--- src/rtl/seq10_pkg.sv ---
// rtl/seq10_pkg.sv - shared state encoding and default widths for the seq10 frame controller
package seq10_pkg;

    typedef enum logic [1:0] {
        ST_IDLE   = 2'd0,
        ST_LOAD   = 2'd1,
        ST_SHIFT  = 2'd2,
        ST_REPORT = 2'd3
    } state_t;

    localparam int DEF_DATA_W  = 8;
    localparam int DEF_FRAME_W = 4;
    localparam int DEF_CNT_W   = 8;

endpackage

--- src/rtl/seq10_det.sv ---
// rtl/seq10_det.sv - bit-serial "10" detector with one history flop
module seq10_det (
    input  logic clk_i,
    input  logic reset_i,
    input  logic clr_i,
    input  logic en_i,
    input  logic bit_i,
    output logic match_o
);

    logic hist;

    // Mealy output: a 1 seen last time followed by a 0 now.
    assign match_o = en_i && hist && !bit_i;

    always_ff @(posedge clk_i or negedge reset_i) begin
        if (!reset_i) begin
            hist <= 1'b0;
        end else if (clr_i) begin
            hist <= 1'b0;
        end else if (en_i) begin
            hist <= bit_i;
        end
    end

endmodule

--- src/rtl/seq10_frame_ctrl.sv ---
// rtl/seq10_frame_ctrl.sv - word-to-bit frame sequencer counting "10" matches per frame
module seq10_frame_ctrl
    import seq10_pkg::*;
#(
    parameter int DATA_W  = DEF_DATA_W,
    parameter int FRAME_W = DEF_FRAME_W,
    parameter int CNT_W   = DEF_CNT_W
) (
    input  logic               clk_i,
    input  logic               reset_i,
    input  logic               start_i,
    input  logic [FRAME_W-1:0] frame_len_i,
    input  logic               word_valid_i,
    input  logic [DATA_W-1:0]  word_data_i,
    output logic               word_ready_o,
    output logic               busy_o,
    output logic               match_pulse_o,
    output logic               done_o,
    output logic [CNT_W-1:0]   match_cnt_o,
    output logic               overflow_o
);

    localparam int               BIT_W    = (DATA_W > 1) ? $clog2(DATA_W) : 1;
    localparam logic [BIT_W-1:0] LAST_BIT = BIT_W'(DATA_W - 1);
    localparam logic [CNT_W-1:0] CNT_MAX  = '1;

    state_t             state;
    state_t             state_nxt;
    logic [FRAME_W-1:0] words_rem;
    logic [DATA_W-1:0]  shift_reg;
    logic [BIT_W-1:0]   bit_idx;
    logic [CNT_W-1:0]   match_cnt;
    logic               overflow;
    logic               start_acc;
    logic               word_acc;
    logic               det_en;
    logic               det_match;

    assign start_acc = (state == ST_IDLE) && start_i;
    assign word_acc  = (state == ST_LOAD) && word_valid_i;
    assign det_en    = (state == ST_SHIFT);

    always_ff @(posedge clk_i or negedge reset_i) begin
        if (!reset_i) begin
            state <= ST_IDLE;
        end else begin
            state <= state_nxt;
        end
    end

    always_comb begin
        state_nxt    = state;
        word_ready_o = 1'b0;
        busy_o       = 1'b1;
        done_o       = 1'b0;
        case (state)
            ST_IDLE: begin
                busy_o = 1'b0;
                if (start_i) begin
                    state_nxt = (frame_len_i == '0) ? ST_REPORT : ST_LOAD;
                end
            end
            ST_LOAD: begin
                word_ready_o = 1'b1;
                if (word_valid_i) begin
                    state_nxt = ST_SHIFT;
                end
            end
            ST_SHIFT: begin
                if (bit_idx == '0) begin
                    state_nxt = (words_rem != '0) ? ST_LOAD : ST_REPORT;
                end
            end
            ST_REPORT: begin
                done_o    = 1'b1;
                state_nxt = ST_IDLE;
            end
            default: begin
                state_nxt = ST_IDLE;
            end
        endcase
    end

    always_ff @(posedge clk_i or negedge reset_i) begin
        if (!reset_i) begin
            words_rem <= '0;
            shift_reg <= '0;
            bit_idx   <= '0;
            match_cnt <= '0;
            overflow  <= 1'b0;
        end else begin
            if (start_acc) begin
                words_rem <= frame_len_i;
                match_cnt <= '0;
                overflow  <= 1'b0;
            end
            // LOAD is only entered with words remaining, so the decrement never wraps.
            if (word_acc) begin
                shift_reg <= word_data_i;
                words_rem <= words_rem - 1'b1;
                bit_idx   <= LAST_BIT;
            end else if (det_en) begin
                shift_reg <= {shift_reg[DATA_W-2:0], 1'b0};
                bit_idx   <= bit_idx - 1'b1;
            end
            if (det_match) begin
                if (match_cnt == CNT_MAX) begin
                    overflow <= 1'b1;
                end else begin
                    match_cnt <= match_cnt + 1'b1;
                end
            end
        end
    end

    seq10_det u_det (
        .clk_i   (clk_i),
        .reset_i (reset_i),
        .clr_i   (start_acc),
        .en_i    (det_en),
        .bit_i   (shift_reg[DATA_W-1]),
        .match_o (det_match)
    );

    assign match_pulse_o = det_match;
    assign match_cnt_o   = match_cnt;
    assign overflow_o    = overflow;

endmodule

--- config.mk ---
export PLATFORM = sky130hd
export DESIGN_NAME = seq10_frame_ctrl
export DESIGN_NICKNAME = d
export VERILOG_FILES = /design/src/rtl/seq10_pkg.sv /design/src/rtl/seq10_det.sv /design/src/rtl/seq10_frame_ctrl.sv
export SDC_FILE = /design/constraint.sdc
export NUM_CORES = 1
export LEC_CHECK = 0
export BUFFER_PORTS_ARGS = -buffer_cell sky130_fd_sc_hd__buf_4
export CAP_MARGIN = 20
export CORE_MARGIN = 5
export CORE_UTILIZATION = 35
export DETAILED_ROUTE_END_ITERATION = 10
export PLACE_DENSITY = 0.65
export SYNTH_ARGS = -nofsm -noshare
export SYNTH_HDL_FRONTEND = slang
export SYNTH_SLANG_ARGS = --single-unit
--- constraint.sdc ---
create_clock -name clk_i -period 1.5 [get_ports clk_i]
set_input_delay 0.075 -clock clk_i [delete_from_list [all_inputs] [get_ports clk_i]]
set_output_delay 0.075 -clock clk_i [all_outputs]
set_load 0.05 [all_outputs]
==> flow_metrics.py, run 1 <==
metrics = {
    "yosys": {
        "synth_largest_area_cell": "sky130_fd_sc_hd__dfrtp_1",
        "yosys_warnings": 0,
        "syn-mean-instance-area_um2": 9.256,
        "syn-num-nets": 187,
        "syn-instance-count": 166,
        "netlist_area_um2": 1536,
        "postSynth.topFlopCell": "sky130_fd_sc_hd__dfrtp_1",
        "synth_enable_flop_cells": 0,
        "async_reset_ff_share_pct": 100.0,
        "ys_seq_elements": 27,
        "yosysTopAreaCellShare_pct": 43.97,
        "synth_area_leaders": "sky130_fd_sc_hd__dfrtp_1, sky130_fd_sc_hd__a21oi_1, sky130_fd_sc_hd__mux2i_1, sky130_fd_sc_hd__o21ai_0, sky130_fd_sc_hd__ha_1",
        "synth.yosys.seq_area_share_pct": 43.97,
        "yosysUniqueCellTypes": 40,
    },
    "final_layout": {
        "flow.area_growth_from_synthesis_pct": 28.09,
        "final_util_pct": 45.83,
        "fillers": 438,
        "multi_input_comb_area_um2": 793.3,
        "layout.nets": 225,
        "final-seq-area_um2": 679.4,
        "n_antenna_cell": 0,
        "drive_gt1_share_pct": 31.03,
        "design_area_um2": 1968,
    },
    "setup_path": {
        "crit_path_max_fanout": 7,
        "cp.arrival_ns": 1.64,
        "cp_cell_sequence": "or3b_2 -> buf_4 -> a32o_1",
        "critical_path.endpoint_type": "flop",
        "r2r_cells": 3,
        "criticalPathCategory": "flop to flop",
        "endpoint": "match_cnt_o[6]$_DFF_PN0_",
        "worst_r2r_startpoint": "state[1]$_DFFE_PN0P_",
        "worst_setup_path_start_kind": "flop",
        "critPathRequiredTime_ns": 1.67,
        "worstReg2RegEnd": "match_cnt_o[6]$_DFF_PN0_",
        "rrSetupSlack_ns": 0.03,
        "setup.worst_path.start": "state[1]$_DFFE_PN0P_",
        "critical-path-top-delay-family": "simple AND/OR/NAND/NOR gates",
        "cp_slowest_cell": "sky130_fd_sc_hd__or3b_2",
        "max_stage_delay_ns": 0.51,
        "critical_path_cell_count": 3,
        "timing.critical_path.buf_inv": 1,
    },
    "timing": {
        "max_slew_margin_pct": 76.11,
        "final.period_utilization_pct": 97.77,
        "setup_repair_after_global_routing_missed_its_margin": "true",
        "timing.clock.skew_ns": 0.006615,
        "finalCriticalPeriod_ns": 1.467,
        "worst_slew_pin_tran_ns": 0.3583,
        "report.final.slew_viol_count": 0,
        "clock.fmax_mhz": 681.9,
        "final-hold-violation-count": 0,
        "timing.final.ws_setup_ns": 0.03350,
        "setup_violating_endpoint_count_in_the_final_report": 0,
        "final.hold.worst_slack_ns": 0.03489,
    },
    "power": {
        "power_leakage_uw": 0.0008899,
        "power_uw": 3219,
        "power_density_over_the_cells_nw_per_um2": 1636,
        "ir_drop_mv": 0.8305,
    },
    "detailed_routing": {
        "top_layer_used": "met4",
        "route.layer.met1.wl_um": 1530,
        "via_count": 1360,
        "drc": 0,
        "met3_length_um": 224,
        "antenna_violating_nets_post_route": 0,
        "initialDrtViolationCount": 47,
        "drtPass1Iterations": 4,
        "post_drt_wl_per_cell_um": 13.52,
        "post_drt_via_cell_ratio": 5.333,
        "finalWirelength_um": 3447,
        "met2RoutedLength_um": 1685,
    },
    "cts": {
        "clk_pin_slew_worst_paths_ns": 0.10,
        "clkSinkCount": 27,
        "cts_tree": "yes",
        "cts.htree.levels": 1,
        "numCtsBuffers": 3,
        "clkLatencyLatePin_ns": 0.27,
        "cts.root.buffer_cell": "sky130_fd_sc_hd__clkbuf_8",
        "max-clock-path-buffers": 2,
    },
    "die": {
        "floorplan.die_area_um2": 5815,
        "ioPinCount": 29,
        "chipHeight_um": 76.26,
        "die-width_um": 76.26,
        "design.core.area_um2": 4294,
        "rows": 24,
        "floorplan.initialDensity_pct": 35.78,
    },
    "placement": {
        "place_congestion": 0.7858,
        "post-place-ws_ns": -0.07862,
        "portBuffers": 28,
        "postPlaceCellArea_um2": 1878,
        "post-dp-hpwl_um": 2550,
    },
    "grt": {
        "grt_max_degree": 28,
        "grt_pass1_vias": 1283,
        "grt_antenna_before_repair": 0,
        "grt_pass1_wl_um": 5851,
        "grt_util_all_layers_pct": 11.74,
        "overflow": 0,
    },
    "hold_path": {
        "hp-class": "input port to flop",
    },
    "status": {
        "outcome": "finished clean",
    },
    "flow_run": {
        "max-cap-violations": 0,
    },
}
## worst reg2reg max path: cells and delay by family (launching register included)
family	cells	cell delay, ns
compound gates	1	0.26
buf+inv	1	0.18
flops	1	0.41
simple gates	1	0.51
## synthesized netlist by cell type, types with 3 or more instances
library cell	number
sky130_fd_sc_hd__a211oi_1	7
sky130_fd_sc_hd__a21oi_1	14
sky130_fd_sc_hd__a32o_1	3
sky130_fd_sc_hd__and3_1	6
sky130_fd_sc_hd__clkbuf_1	9
sky130_fd_sc_hd__dfrtp_1	27
sky130_fd_sc_hd__ha_1	5
sky130_fd_sc_hd__inv_1	10
sky130_fd_sc_hd__mux2i_1	7
sky130_fd_sc_hd__nand2_1	11
sky130_fd_sc_hd__nand2b_1	5
sky130_fd_sc_hd__nand3_1	5
sky130_fd_sc_hd__nor2_1	8
sky130_fd_sc_hd__o21ai_0	14
sky130_fd_sc_hd__xnor2_1	3
## per-layer routing
metal  vias up  global-route usage, %
met5         -                      0
met4         0                  2.622
met3         2                  3.664
li1        671                      -
met1       652                  14.85
met2        35                  19.52
## how the worst min path moves through the flow
stage                         startpoint                  endpoint  slack, ns  cells after the start
after CTS                 frame_len_i[1]  words_rem[1]$_DFFE_PN0P_       0.03                      3
after detailed placement         reset_i  words_rem[2]$_DFFE_PN0P_       0.01                      1
after floorplan                  reset_i    bit_idx[0]$_DFFE_PN0P_      -0.22                      0
after global placement           reset_i  match_cnt_o[5]$_DFF_PN0_       0.02                      1
final                     frame_len_i[1]  words_rem[1]$_DFFE_PN0P_       0.03                      3
after global routing      frame_len_i[1]  words_rem[1]$_DFFE_PN0P_       0.06                      3
## power by group
group | leakage, uW | total, uW | switching (uW) | internal [uW]
sequential | 0.000329 | 1160 | 182 | 983
clock | 0.0000217 | 429 | 241 | 189
combinational | 0.000539 | 1630 | 927 | 699
## cells in the final DEF (no fill, tap or decap), types with 2 or more instances in the layout
cell type / count
sky130_fd_sc_hd__nor2_1: 8
sky130_fd_sc_hd__ha_1: 4
sky130_fd_sc_hd__inv_1: 10
sky130_fd_sc_hd__dfrtp_2: 3
sky130_fd_sc_hd__o21ai_2: 2
sky130_fd_sc_hd__a32o_1: 3
sky130_fd_sc_hd__mux2i_1: 7
sky130_fd_sc_hd__a21oi_1: 13
sky130_fd_sc_hd__nand3_1: 4
sky130_fd_sc_hd__and3_1: 6
sky130_fd_sc_hd__nand4_1: 2
sky130_fd_sc_hd__nand2_1: 11
sky130_fd_sc_hd__nand2b_1: 5
sky130_fd_sc_hd__o21ai_0: 13
sky130_fd_sc_hd__a211oi_1: 7
sky130_fd_sc_hd__o31ai_1: 2
sky130_fd_sc_hd__o22ai_1: 2
sky130_fd_sc_hd__clkbuf_8: 3
sky130_fd_sc_hd__buf_4: 43
sky130_fd_sc_hd__dfrtp_1: 24
sky130_fd_sc_hd__xnor2_1: 3
sky130_fd_sc_hd__nor3_1: 2
## area by class of cell
type                       instances  area share [%]
sequential                        27           34.52
multi-input combinational        117           40.31
clock buffer                       3           2.098
tap                               52           3.306
inverter                          10           1.907
clock inverter                     1          0.3814
timing repair buffer              45           17.48
## cells by family after synthesis
family | Yosys count | share of synthesized area, %
XOR/XNOR | 4 | 2.281
adder cells (fa/ha/maj) | 5 | 4.072
multiplexers | 8 | 5.293
flip-flops | 27 | 43.97
AO/OA/AOI/OAI | 50 | 20.69
AND/OR/NAND/NOR | 50 | 17.51
buffers and inverters | 22 | 6.189
## what timing repair did
action / CTS / global route
pin swaps: 1 / 1
gates resized for setup: 2 / 7
setup buffers: 0 / 1
hold endpoints to repair: 27 / 0
hold buffers: 1 / 0
setup endpoints to repair: 1 / 8
## metrics by stage
| step | std cells | setup TNS (ns) |
|---|---|---|
| global route | 255 | -0.1195 |
| global placement | 249 | 0 |
| CTS | 254 | 0 |
| detailed placement | 249 | -0.07862 |
| finish | 255 | 0 |
| floorplan | 166 | -0.1991 |
No activity file was read; power rests on OpenSTA's default activity.
==> run 2: changes to the inputs <==
--- a/config.mk
+++ b/config.mk
@@ -7,10 +7,12 @@
 export LEC_CHECK = 0
 export BUFFER_PORTS_ARGS = -buffer_cell sky130_fd_sc_hd__buf_4
 export CAP_MARGIN = 20
+export CELL_PAD_IN_SITES_DETAIL_PLACEMENT = 1
+export CELL_PAD_IN_SITES_GLOBAL_PLACEMENT = 1
 export CORE_MARGIN = 5
 export CORE_UTILIZATION = 35
 export DETAILED_ROUTE_END_ITERATION = 10
-export PLACE_DENSITY = 0.65
+export PLACE_DENSITY = 0.79
 export SYNTH_ARGS = -nofsm -noshare
 export SYNTH_HDL_FRONTEND = slang
 export SYNTH_SLANG_ARGS = --single-unit
==> run 2 against run 1 <==
Against the previous run:
- sequential share of layout area is 0.98 points lower
- via count is 3.3% higher
- hold slack worse by 0.0087 ns
- critical path type unchanged
- worst setup slack worse by 0.029 ns
- clock power is 1% higher
- final cell count is 2.4% higher
- design area is 2.9% higher
==> flow_metrics.py, run 2 (synthesis results as in run 1) <==
metrics = {
    "timing": {
        "final.hold.worst_slack_ns": 0.02621,
        "finalCriticalPeriod_ns": 1.495,
        "final.period_utilization_pct": 99.70,
        "setup_violating_endpoint_count_in_the_final_report": 0,
        "timing.clock.skew_ns": 0.005196,
        "report.final.slew_viol_count": 0,
        "clock.fmax_mhz": 668.7,
        "max_slew_margin_pct": 75.49,
        "setup_repair_after_global_routing_missed_its_margin": "true",
        "worst_slew_pin_tran_ns": 0.3676,
        "timing.final.ws_setup_ns": 0.004528,
        "final-hold-violation-count": 0,
    },
    "grt": {
        "groute.layer.met3.usage_pct": 2.837,
        "grt_pass1_wl_um": 6920,
        "overflow": 0,
        "grt_max_degree": 28,
        "met1_track_utilization_from_global_routing_pct": 18.66,
        "grt_util_all_layers_pct": 14.19,
        "grtUsageMet2_pct": 23.46,
        "grt_pass1_vias": 1437,
        "top_usage_layer": "met2",
        "grt_antenna_before_repair": 0,
    },
    "power": {
        "ir_drop_mv": 0.8517,
        "power_uw": 3439,
        "power_leakage_uw": 0.0009300,
        "power_density_over_the_cells_nw_per_um2": 1698,
    },
    "detailed_routing": {
        "finalWirelength_um": 4108,
        "antenna_violating_nets_post_route": 0,
        "post_drt_via_cell_ratio": 5.383,
        "initialDrtViolationCount": 41,
        "drtPass1Iterations": 4,
        "via_count": 1405,
        "post_drt_wl_per_cell_um": 15.74,
        "drc": 0,
    },
    "die": {
        "design.core.area_um2": 4294,
        "ioPinCount": 29,
        "rows": 24,
        "floorplan.die_area_um2": 5815,
        "chipHeight_um": 76.26,
        "die-width_um": 76.26,
        "floorplan.initialDensity_pct": 35.78,
    },
    "setup_path": {
        "critPathRequiredTime_ns": 1.71,
        "worst_setup_path_start_kind": "flop",
        "criticalPathCategory": "flop to flop",
        "crit_path_max_fanout": 5,
        "critical_path.endpoint_type": "flop",
        "cp.arrival_ns": 1.71,
        "r2r_cells": 4,
    },
    "final_layout": {
        "most_common_cell_after_layout_fill_and_taps_aside": "sky130_fd_sc_hd__buf_4",
        "n_antenna_cell": 0,
        "layout.nets": 231,
        "flow.area_growth_from_synthesis_pct": 31.84,
        "drive_gt1_share_pct": 32.06,
        "final_util_pct": 47.17,
        "layout_common_cells": "sky130_fd_sc_hd__buf_4, sky130_fd_sc_hd__dfrtp_1, sky130_fd_sc_hd__a21oi_1, sky130_fd_sc_hd__o21ai_0, sky130_fd_sc_hd__nand2_1",
    },
    "cts": {
        "max-clock-path-buffers": 2,
        "cts.root.buffer_cell": "sky130_fd_sc_hd__clkbuf_8",
        "clkLatencyLatePin_ns": 0.28,
        "clk_pin_slew_worst_paths_ns": 0.10,
        "cts_tree": "yes",
        "clkSinkCount": 27,
        "numCtsBuffers": 3,
        "cts.htree.levels": 1,
    },
    "flow_run": {
        "max-cap-violations": 0,
    },
    "placement": {
        "portBuffers": 28,
        "post-place-ws_ns": -0.01523,
        "post-dp-hpwl_um": 2915,
        "place_congestion": 0.7564,
    },
    "hold_path": {
        "number_of_cells_on_the_worst_hold_path": 3,
        "hp-class": "input port to flop",
    },
    "status": {
        "outcome": "finished clean",
    },
}
==> run 2: cell type report <==
cell class	instances	area (um2)
well taps	52	65.06
multi-input cells	117	789.5
repair buffers	51	407.9
fillers	501	2268
flip-flops and latches	27	679.4
inverters	10	37.54
clock buffers	3	41.29
clock inverters	1	5.005
==> run 2: worst paths after layout <==
check / start / endpoint / slack, ns
max: state[0]$_DFFE_PN0P_ / match_cnt_o[5]$_DFF_PN0_ / 0.005
min: frame_len_i[1] / words_rem[1]$_DFFE_PN0P_ / 0.03
max reg2reg: state[0]$_DFFE_PN0P_ / match_cnt_o[5]$_DFF_PN0_ / 0.005
min reg2reg: u_det.hist$_DFFE_PN0P_ / u_det.hist$_DFFE_PN0P_ / 0.51
max in group asynchronous: reset_i / match_cnt_o[1]$_DFF_PN0_ / 0.97
min in group asynchronous: reset_i / match_cnt_o[7]$_DFF_PN0_ / 0.24
==> run 2: power breakdown <==
group	switching, uW	internal (uW)	total, uW
clock network	247	187	434
logic	996	827	1820
registers	200	982	1180
==> run 2: layer usage <==
layer | up-vias | wire length [um] | part of all wire (%)
met5 | - | 0 | 0
met4 | 0 | 46 | 1.1
met3 | 5 | 153 | 3.7
met2 | 27 | 2014 | 49
met1 | 686 | 1894 | 46
li1 | 687 | - | -
==> run 2: worst max-delay path, stage by stage (launching register included) <==
cell	delay (ns)
sky130_fd_sc_hd__dfrtp_1	0.44
sky130_fd_sc_hd__and4bb_1	0.31
sky130_fd_sc_hd__o21ai_2	0.09
sky130_fd_sc_hd__or4_1	0.43
sky130_fd_sc_hd__a21oi_1	0.15
==> run 2: per-stage QoR <==
stage	instance area (um2)	std cells	TNS [ns]
4_1_cts	1989	259	0
5_1_grt	2026	261	-0.1470
6_report	2026	261	0
3_5_place_dp	1893	251	-0.01523
3_3_place_gp	1893	251	0
2_1_floorplan	1558	166	-0.1991
==> run 2: timing repair <==
item                       in CTS  in global routing
setup buffers                   3                  2
gates resized for setup         6                  8
hold buffers                    1                  0
pin swaps                       0                  4
setup endpoints to repair       2                 12
hold endpoints to repair       27                  0
==> run 3: changes to the inputs <==
--- a/config.mk
+++ b/config.mk
@@ -7,12 +7,9 @@
 export LEC_CHECK = 0
 export BUFFER_PORTS_ARGS = -buffer_cell sky130_fd_sc_hd__buf_4
 export CAP_MARGIN = 20
-export CELL_PAD_IN_SITES_DETAIL_PLACEMENT = 1
-export CELL_PAD_IN_SITES_GLOBAL_PLACEMENT = 1
-export CORE_MARGIN = 5
 export CORE_UTILIZATION = 35
 export DETAILED_ROUTE_END_ITERATION = 10
-export PLACE_DENSITY = 0.79
+export PLACE_DENSITY = 0.65
 export SYNTH_ARGS = -nofsm -noshare
 export SYNTH_HDL_FRONTEND = slang
 export SYNTH_SLANG_ARGS = --single-unit
==> constraint.sdc (replaced) <==
create_clock -name clk_i -period 1.5 [get_ports clk_i]
set_input_delay 0 -clock clk_i [delete_from_list [all_inputs] [get_ports clk_i]]
set_output_delay 0 -clock clk_i [all_outputs]
set_load 0.05 [all_outputs]
==> run 3 against run 2 <==
Against the previous run:
- critical path depth is 1 lower
- first-iteration DRC count up 9.8%
- total power fell by 3.5%
- core utilization grew 1.5 points
- register-to-register slack improved by 0.06 ns
- largest cell class unchanged
- highest routed layer unchanged
==> flow_metrics.py, run 3 (synthesis results as in run 1) <==
metrics = {
    "timing": {
        "clock.fmax_mhz": 694.9,
        "final.period_utilization_pct": 95.94,
        "final-hold-violation-count": 0,
        "report.final.slew_viol_count": 0,
        "setup_repair_after_global_routing_missed_its_margin": "true",
        "timing.clock.skew_ns": 0.003889,
        "max_slew_margin_pct": 76.06,
        "setup_violating_endpoint_count_in_the_final_report": 0,
        "finalCriticalPeriod_ns": 1.439,
        "worst_slew_pin_tran_ns": 0.3591,
        "final.hold.worst_slack_ns": 0.008969,
    },
    "detailed_routing": {
        "drc": 0,
        "antenna_violating_nets_post_route": 0,
        "initialDrtViolationCount": 45,
        "post_drt_via_cell_ratio": 5.263,
        "finalWirelength_um": 3370,
        "post_drt_wl_per_cell_um": 13.01,
        "via_count": 1363,
        "drtPass1Iterations": 4,
    },
    "setup_path": {
        "cp_slowest_cell": "sky130_fd_sc_hd__or3b_2",
        "criticalPathCategory": "flop to flop",
        "crit_path_max_fanout": 5,
        "setup.worst_path.start": "state[0]$_DFFE_PN0P_",
        "worst_setup_path_start_kind": "flop",
        "rrSetupSlack_ns": 0.06,
        "r2r_cells": 3,
        "worst_r2r_startpoint": "state[0]$_DFFE_PN0P_",
        "critPathRequiredTime_ns": 1.68,
        "critical-path-top-delay-family": "simple AND/OR/NAND/NOR gates",
        "timing.critical_path.buf_inv": 1,
        "cp_cell_sequence": "or3b_2 -> buf_4 -> a32o_1",
        "worstReg2RegEnd": "match_cnt_o[6]$_DFF_PN0_",
        "max_stage_delay_ns": 0.50,
        "critical_path.endpoint_type": "flop",
        "cp.arrival_ns": 1.61,
    },
    "grt": {
        "grt_pass1_vias": 1247,
        "grt_max_degree": 28,
        "overflow": 0,
        "grt_util_all_layers_pct": 16.48,
        "grt_antenna_before_repair": 0,
        "grt_pass1_wl_um": 5775,
    },
    "placement": {
        "postPlaceCellArea_um2": 1888,
        "portBuffers": 28,
        "post-dp-hpwl_um": 2422,
        "place_congestion": 0.8209,
    },
    "cts": {
        "clkSinkCount": 27,
        "clk_pin_slew_worst_paths_ns": 0.10,
        "numCtsBuffers": 3,
        "clkLatencyLatePin_ns": 0.28,
        "cts.root.buffer_cell": "sky130_fd_sc_hd__clkbuf_8",
        "cts.htree.levels": 1,
        "cts_tree": "yes",
        "max-clock-path-buffers": 2,
    },
    "die": {
        "die-width_um": 68.26,
        "chipHeight_um": 68.26,
        "floorplan.die_area_um2": 4659,
        "rows": 23,
        "design.core.area_um2": 4115,
        "ioPinCount": 29,
        "floorplan.initialDensity_pct": 37.34,
    },
    "final_layout": {
        "flow.area_growth_from_synthesis_pct": 30.29,
        "layout.nets": 231,
        "drive_gt1_share_pct": 30.14,
        "most_common_cell_after_layout_fill_and_taps_aside": "sky130_fd_sc_hd__buf_4",
        "layout_common_cells": "sky130_fd_sc_hd__buf_4, sky130_fd_sc_hd__dfrtp_1, sky130_fd_sc_hd__a21oi_1, sky130_fd_sc_hd__o21ai_0, sky130_fd_sc_hd__nand2_1",
        "n_antenna_cell": 0,
        "design_area_um2": 2002,
    },
    "power": {
        "ir_drop_mv": 0.9832,
        "power_density_over_the_cells_nw_per_um2": 1659,
        "power_leakage_uw": 0.0009199,
    },
    "flow_run": {
        "max-cap-violations": 0,
    },
    "hold_path": {
        "hold_start": "word_data_i[7]",
        "hold_end": "shift_reg[7]$_DFFE_PN0P_",
        "hp-class": "input port to flop",
        "number_of_cells_on_the_worst_hold_path": 3,
    },
    "status": {
        "outcome": "finished clean",
    },
}
==> run 3: what timing repair did <==
item,4_1_cts,5_1_grt
gates cloned,0,0
pin swaps,0,1
setup buffers,2,2
setup endpoints to repair,1,7
resized for setup,2,6
hold buffers,2,0
hold endpoints to repair,28,0
==> run 3: routing by layer <==
metal | track usage, % | vias to the layer above | routed length (um)
met5 | 0 | - | 0
met4 | 3.906 | 0 | 32
met3 | 4.000 | 4 | 140
met2 | 26.23 | 31 | 1537
met1 | 22.29 | 645 | 1659
li1 | - | 683 | -
==> run 3: cell type report <==
class / instances / area [um2]
Tap cell: 50 / 62.56
Sequential cell: 27 / 680.7
Clock buffer: 4 / 45.04
Fill cell: 406 / 2113
Timing Repair Buffer: 51 / 399.1
Inverter: 10 / 37.54
Multi-Input combinational cell: 117 / 777.0
==> run 3: worst max path at each step <==
stage / to / slack, ns / cells after the start
final: match_cnt_o[6]$_DFF_PN0_ / 0.06 / 3
after detailed placement: words_rem[3]$_DFFE_PN0P_ / 0.03 / 4
after global placement: match_cnt_o[6]$_DFF_PN0_ / 0.10 / 3
after global routing: match_cnt_o[5]$_DFF_PN0_ / -0.005 / 4
after CTS: words_rem[3]$_DFFE_PN0P_ / 0.04 / 4
after floorplan: match_cnt_o[3]$_DFF_PN0_ / -0.11 / 7
==> run 3: report_power, final <==
part           internal (uW)  total, uW  switching [uW]  leakage, uW
Clock                    191        428             237    0.0000228
Combinational            791       1720             930     0.000570
Sequential               983       1170             189     0.000327
Total                   1960       3320            1360     0.000920
==> run 3: worst min-delay path, stage by stage <==
cell and delay [ns]:
sky130_fd_sc_hd__buf_4 0.07, sky130_fd_sc_hd__mux2i_1 0.05, sky130_fd_sc_hd__o21ai_0 0.13
==> run 3: stage by stage <==
stage	util (%)	worst slack [ns]	cells	total power, uW	setup TNS (ns)
floorplan	-	-0.1136	166	2302	-0.1991
global placement	45.88	0.1031	249	2747	0
detailed placement	45.88	0.02850	249	2786	0
CTS	48.01	0.03517	257	3280	0
global route	48.65	-0.005435	259	3598	-0.009268
finish	48.65	0.06087	259	3320	0
